[src/rtl/sys_bus_arbiter.sv]
// sys_bus_arbiter: round-robin arbiter that hands a single slave port to one of
// NUM_MASTERS masters per transaction (IDLE -> ACCESS -> RESP), with optional timeout.
module sys_bus_arbiter #(
  parameter int NUM_MASTERS = 2,
  parameter int ADDR_WIDTH  = 32,
  parameter int DATA_WIDTH  = 32,
  parameter int W_OP_WIDTH  = 3,
  parameter int TIMEOUT     = 16
) (
  input  logic                              clk,
  input  logic                              rst,
  input  logic [NUM_MASTERS-1:0]            m_request,
  input  logic [NUM_MASTERS-1:0]            m_abort,
  input  logic [NUM_MASTERS-1:0]            m_we,
  input  logic [NUM_MASTERS*ADDR_WIDTH-1:0] m_adr,
  input  logic [NUM_MASTERS*DATA_WIDTH-1:0] m_wdata,
  input  logic [NUM_MASTERS*W_OP_WIDTH-1:0] m_w_op,
  output logic [NUM_MASTERS-1:0]            m_grant,
  output logic [NUM_MASTERS-1:0]            m_rvalid,
  output logic                              m_err,
  output logic [DATA_WIDTH-1:0]             m_rdata,
  output logic                              s_request,
  output logic                              s_we,
  output logic [ADDR_WIDTH-1:0]             s_adr,
  output logic [DATA_WIDTH-1:0]             s_wdata,
  output logic [W_OP_WIDTH-1:0]             s_w_op,
  input  logic [DATA_WIDTH-1:0]             s_rdata,
  input  logic                              s_ready
);

  localparam int ID_W  = (NUM_MASTERS > 1) ? $clog2(NUM_MASTERS) : 1;
  localparam int CNT_W = (TIMEOUT > 2) ? $clog2(TIMEOUT) : 1;
  localparam logic [CNT_W-1:0] CNT_LAST = CNT_W'((TIMEOUT > 0) ? TIMEOUT - 1 : 0);
  localparam logic [ID_W-1:0]  ID_LAST  = ID_W'(NUM_MASTERS - 1);
  localparam bit TIMEOUT_EN = (TIMEOUT != 0);

  typedef enum logic [1:0] {
    IDLE   = 2'd0,
    ACCESS = 2'd1,
    RESP   = 2'd2
  } state_t;

  state_t                  state_reg, state_next;
  logic [ID_W-1:0]         id_reg;
  logic [ID_W-1:0]         last_id_reg;
  logic [CNT_W-1:0]        cnt_reg;
  logic                    we_reg;
  logic [ADDR_WIDTH-1:0]   adr_reg;
  logic [DATA_WIDTH-1:0]   wdata_reg;
  logic [W_OP_WIDTH-1:0]   w_op_reg;
  logic [DATA_WIDTH-1:0]   m_rdata_reg;
  logic                    m_err_reg;

  logic [NUM_MASTERS-1:0]  eligible;
  logic                    win_found;
  logic [ID_W-1:0]         win_id;
  logic                    timeout_hit;

  logic [ADDR_WIDTH-1:0]   adr_arr   [NUM_MASTERS];
  logic [DATA_WIDTH-1:0]   wdata_arr [NUM_MASTERS];
  logic [W_OP_WIDTH-1:0]   w_op_arr  [NUM_MASTERS];

  assign eligible = m_request & ~m_abort;

  genvar gi;
  generate
    for (gi = 0; gi < NUM_MASTERS; gi++) begin : g_master
      assign adr_arr[gi]   = m_adr[gi*ADDR_WIDTH +: ADDR_WIDTH];
      assign wdata_arr[gi] = m_wdata[gi*DATA_WIDTH +: DATA_WIDTH];
      assign w_op_arr[gi]  = m_w_op[gi*W_OP_WIDTH +: W_OP_WIDTH];
      assign m_grant[gi]   = (state_reg != IDLE) && (id_reg == ID_W'(gi));
      assign m_rvalid[gi]  = (state_reg == RESP) && (id_reg == ID_W'(gi));
    end
  endgenerate

  // Round-robin search starts just past the previous winner and wraps.
  always_comb begin
    logic [ID_W-1:0] cand;
    win_found = 1'b0;
    win_id    = '0;
    cand      = '0;
    for (int k = 1; k <= NUM_MASTERS; k++) begin
      cand = ID_W'((int'(last_id_reg) + k) % NUM_MASTERS);
      if (!win_found && eligible[cand]) begin
        win_found = 1'b1;
        win_id    = cand;
      end
    end
  end

  // s_ready on the final allowed cycle takes precedence over the timeout.
  assign timeout_hit = TIMEOUT_EN && (state_reg == ACCESS) && !s_ready && (cnt_reg == CNT_LAST);

  always_ff @(posedge clk or posedge rst) begin
    if (rst) begin
      state_reg <= IDLE;
    end else begin
      state_reg <= state_next;
    end
  end

  always_comb begin
    state_next = state_reg;
    case (state_reg)
      IDLE:    if (win_found) state_next = ACCESS;
      ACCESS:  if (s_ready || timeout_hit) state_next = RESP;
      RESP:    state_next = IDLE;
      default: state_next = IDLE;
    endcase
  end

  always_comb begin
    s_request = 1'b0;
    s_we      = 1'b0;
    s_adr     = '0;
    s_wdata   = '0;
    s_w_op    = '0;
    if (state_reg == ACCESS) begin
      s_request = 1'b1;
      s_we      = we_reg;
      s_adr     = adr_reg;
      s_wdata   = wdata_reg;
      s_w_op    = w_op_reg;
    end
  end

  always_ff @(posedge clk or posedge rst) begin
    if (rst) begin
      id_reg      <= '0;
      last_id_reg <= ID_LAST;
      cnt_reg     <= '0;
      we_reg      <= 1'b0;
      adr_reg     <= '0;
      wdata_reg   <= '0;
      w_op_reg    <= '0;
      m_rdata_reg <= '0;
      m_err_reg   <= 1'b0;
    end else begin
      case (state_reg)
        IDLE: begin
          if (win_found) begin
            id_reg      <= win_id;
            last_id_reg <= win_id;
            cnt_reg     <= '0;
            we_reg      <= m_we[win_id];
            adr_reg     <= adr_arr[win_id];
            wdata_reg   <= wdata_arr[win_id];
            w_op_reg    <= w_op_arr[win_id];
          end
        end
        ACCESS: begin
          if (s_ready) begin
            m_rdata_reg <= s_rdata;
            m_err_reg   <= 1'b0;
          end else if (timeout_hit) begin
            m_rdata_reg <= '0;
            m_err_reg   <= 1'b1;
          end else begin
            cnt_reg <= cnt_reg + 1'b1;
          end
        end
        default: ;
      endcase
    end
  end

  assign m_rdata = m_rdata_reg;
  assign m_err   = m_err_reg;

endmodule

[config.mk]
export PLATFORM = sky130hd
export DESIGN_NAME = sys_bus_arbiter
export DESIGN_NICKNAME = d
export VERILOG_FILES = /design/src/rtl/sys_bus_arbiter.sv
export SDC_FILE = /design/constraint.sdc
export NUM_CORES = 1
export LEC_CHECK = 0
export CELL_PAD_IN_SITES_DETAIL_PLACEMENT = 1
export CELL_PAD_IN_SITES_GLOBAL_PLACEMENT = 1
export CORE_UTILIZATION = 28
export CTS_CLUSTER_SIZE = 24
export DETAILED_ROUTE_END_ITERATION = 10
export PLACE_DENSITY = 0.87
export SYNTH_ARGS = -nofsm -noshare
export SYNTH_HDL_FRONTEND = slang
export SYNTH_SLANG_ARGS = --single-unit
[constraint.sdc]
create_clock -name clk -period 4 [get_ports clk]
set_input_delay 0.6 -clock clk [delete_from_list [all_inputs] [get_ports clk]]
set_output_delay 0.6 -clock clk [all_outputs]
set_load 0.03 [all_outputs]
# Word-level counts from Yosys, hierarchy flattened
# Index checks and enable logic that the tools add are counted.
# Widths: inputs -> output; s select.
# word_totals
reg_bits	109
romBits	0
latch_bits	0
out_inout_bits	106
memories	0
input_bits	175
wordCells	81
ramBits	0
# op_classes
eq_ne	7
order_cmp	4
n_reduce_logical	18
add_sub_neg	3
n_shift	0
muxes	35
bitwise_logic	4
mul	0
div	0
# ops
cell	n
$mux 32	10
$mux 1	14
$mux 3	4
$mux 4	3
$pmux 4 s2	1
$logic_and 1x1->1	7
$lt 1x2->1 const B	3
$ne 2x2->1 const B	3
$reduce_and 2->1	3
$reduce_bool 2->1	3
$add 4x1->4 const B	1
$eq 4x4->1 const B	1
$mux 2	2
$pmux 2 s2	1
$reduce_and 4->1	1
$add 1x1->1 const B	2
$and 2x2->2	1
$eq 2x1->1 const B	1
$eq 2x2->1 const B	1
$ge 2x2->1 const B	1
$logic_not 1->1	2
$logic_not 2->1	1
$ne 2x1->1 const B	1
$not 1->2	1
other kinds (3)	3

# Logic depth before layout (Yosys ltp)
# depth
word_depth	12
mapped_depth	7
depth_no_buf	5

# Least setup slack after synthesis
# No wires, ideal clock.
# synth_path
path_kind	flip-flop to output port
from	register state_reg[1]
to	output s_adr[23]
slack_ns	1.934
path_buffers	1
t_required_ns	3.400
arrival_ns	1.466
stages_incl_launch_ff	5
path_cell_list	dfrtp_1 > nand2b_4 > inv_2 > clkbuf_1 > and2_1
# synth_via
elab_chain_len	2
# synth_lines
element	line	text
start: declaration	43	state_t state_reg, state_next;
start signal: assignment	98	state_reg <= state_next;
$eq 2x1->1	118	if (state_reg == ACCESS) begin
$mux 32	118	
end: declaration	24	output logic [ADDR_WIDTH-1:0] s_adr,
# Every way passes these cells.

# Worst setup path in the final report
# layout_path
from	register state_reg[0]
to	output s_wdata[29]
# layout_via
elab_chain_len	2
# layout_lines
element	line	text
$eq 2x1->1	118	
$mux 32	118	
end: declaration	25	output logic [DATA_WIDTH-1:0] s_wdata,
# Every way passes these cells.

==> results.txt <==
----------------------------------------------------
[Floorplan]
  Die ar. ... 0.0190 mm²
  Top Ports ... 281
  Initial cell density of the core ... 28.6%
  Vert. Die Dim ... 138 µm
  Area of the core ... 0.0180 mm²
  Cell Rows ... 49
  Horizontal die dimension ... 138 µm

[Flow run]
  Number of violations of the max-capacitance limit ... 0

[Detailed routing]
  Number of nets with antenna violations after routing ... 0
  First-pass detailed-route iteration total ... 4
  Average wire length per cell after detail routing ... 16.9 µm
  Vias post-DR ... 5039
  Final wirelength ... 17800 µm
  Iteration-0 DRC count of the detailed router ... 137
  Number of remaining DRC errors ... 0
  Via-per-instance ratio ... 4.78

[Cells and area]
  Antenna diodes ... 0
  Layout cell share with drive strength beyond 1 ... 3.88%
  Signed area change from the synthesized netlist to the final layout ... 62.5%
  Count of placed standard cells in the final layout, fillers left out ... 1054
  # nets final ... 996
  Core occupancy in the finished layout ... 46.5%

[Clock tree]
  Clk root buf ... clkbuf_16
  CTS Sinks ... 109
  Clock latency on the worst-skew pair ... 360 ps
  Buffers from clock root to sink, at most ... 2
  Cells resized by post-CTS repair ... 0
  Post-CTS Hold Fix Bufs ... 0
  Level count of the clock H-tree ... 3
  Total clock buffers created by CTS ... 9
  TritonCTS clock tree ... yes
  Clock transition at the register clock pins on the worst setup and hold paths after CTS ... 70 ps
  Number of buffers inserted to repair setup after CTS ... 0

[GRT]
  Aggregate global routing overflow ... 0
  Pin count of the biggest net entering global routing ... 67
  Via count of the first global-routing pass ... 5239
  Wire length of the first global-routing pass ... 26700 µm
  Total GRT Usage ... 18.3%
  Number of antenna violations at the first check in global routing ... 0

[Logic synthesis]
  Synth unique cells ... 36
  Ys Warns ... 0
  Top cells by area in the synthesized netlist ... dfrtp_1, nand2_1, and2_1
  Number of enable-type register cells in the synthesized netlist ... 0
  Average cell area after synthesis ... 9.09 µm²
  Part of the Yosys area used for sequential elements ... 52.9%
  Area of the mapped netlist ... 0.00516 mm²
  Cell count after synthesis ... 568
  Post-synth top area share ... 52.4%
  Yosys top cell by area ... dfrtp_1
  Dominant register cell in the synthesized netlist ... dfrtp_1
  Cell types with the highest counts after synthesis ... nand2_1, dfrtp_1, nor2_1
  Share of flip-flops with an asynchronous set or reset after synthesis ... 100%
  Count of state elements after synthesis ... 109
  Synthesized Nets ... 744
  Most common cell in the netlist ... nand2_1

[Pwr]
  Worst ir drop on vdd ... 0.507 mV
  Pleak ... 3.47 nW
  Total chip power ... 0.00567 W
  Ratio of total power to cell area ... 676 mW/mm²

[Worst setup path]
  Critical Path Sink Type ... output port
  Crit-path max FO ... 38
  Worst Path Buf+Inv ... 3
  Longest individual stage delay on the worst path ... 680 ps
  Crit path DAT ... 2500 ps
  Setup slack of the worst register-to-register path ... 1580 ps
  Critical path required time ... 3400 ps
  Family with the most delay on the worst path ... buffers and inverters
  Critical path type ... flip-flop to output port
  Worst path slowest cell ... clkdlybuf4s50_1
  Startpoint type of the worst setup path ... flip-flop
  List of cells traversed by the critical path ... nand2b_4, inv_2, buf_12, and2_1, clkdlybuf4s50_1

[Timing]
  Final critical-path required period ... 3100 ps
  Number of endpoints failing setup at the final stage ... 0
  Worst rel slew slack ... 20.9%
  F_max ... 323 MHz
  Slew @ Worst Pin ... 1180 ps
  Setup TNS after final layout ... 0 ps
  Hold Vio Cnt, Final ... 0
  Max Transition Viols Final ... 0
  Layout Skew ... 9.46 ps
  Final period utilization ... 77.5%
  Setup repair after global routing missed its margin ... false

[Min path]
  Worst Hold Class ... flip-flop to flip-flop

[Place]
  Placed cells ... 1038
  Number of port buffers ... 280
  Half-perimeter wire length after placement ... 12900 µm
  Placer's final routability congestion estimate ... 0.753

[Run status]
  Status ... finished, final reports clean

----------------------------------------------------
[cell type report]
cell class,count,area [µm²]
Fill cell,2059,9640
Timing Repair Buffer,286,2900
Sequential cell,109,2730
Multi-Input combinational cell,410,2160
Tap cell,229,287
Clock buffer,10,239
Clock inverter,6,55.1
Inverter,4,17.5
[path summary, 6_finish.rpt]
check / start / to / cells past startpoint
setup / recovery: state_reg[0]$_DFFE_PP0P_ / s_wdata[29] / 5
hold / removal: m_err$_DFFE_PP0P_ / m_err$_DFFE_PP0P_ / 2
setup reg to reg: state_reg[0]$_DFFE_PP0P_ / m_rdata[16]$_DFFE_PP0P_ / 4
hold reg to reg: m_err$_DFFE_PP0P_ / m_err$_DFFE_PP0P_ / 2
max in group asynchronous: rst / wdata_reg[3]$_DFFE_PP0P_ / 3
min in group asynchronous: rst / adr_reg[0]$_DFFE_PP0P_ / 2
[per-layer routing]
metal	routed length, µm	vias to the layer above	track usage, %
li1	-	2400	-
met1	6950	2409	19.7
met2	8990	201	33.5
met3	1450	29	5.63
met4	383	0	6.64
met5	0	-	0
[cells in the final DEF, fill, tap and decap left out, types with 2 or more instances in the layout]
master           Yosys  final
or2_1                2      2
clkbuf_16            0      9
and2_1              69     68
buf_12               0      4
nor2_1              72     72
dfrtp_1            108    108
a22o_1              32     32
clkdlybuf4s50_1      0    280
buf_4                5      2
nand3_1              2      2
inv_1                3      2
clkinvlp_4           0      2
mux2i_1              2      2
inv_8                0      2
nor3_1               3      3
nor2b_1              2      2
a31oi_1             68     68
nand2_1            139    138
mux2_1               2      2
[worst register-to-register path, cell delays in order, from the launching register on]
cell and delay [ps]:
dfrtp_1 500, nand2b_4 110, inv_2 410, nand2_1 830, a22o_1 460
[power breakdown]
| part | switching (W) | internal (W) |
|---|---|---|
| Clock | 0.000443 | 0.000453 |
| Combinational | 0.00159 | 0.00129 |
| Sequential | 0.000291 | 0.00160 |
[stage by stage]
step                      setup WS, ps  hold slack (ps)  area (µm²)
after floorplan                    528              510        5160
after global placement            1280              478        8100
after detailed placement          1250              484        8100
after CTS                          849              507        8390
after global routing               747              517        8390
final                              901              501        8390
[kinds of logic after synthesis]
kind of cell,Yosys count,share of synthesized area (%)
compound gates,107,14.5
fa+ha+maj,1,0.242
buf+inv,49,5.41
flops,109,52.9
mux,4,0.824
simple gates,298,26.1
(Power assumes the default switching activity.)
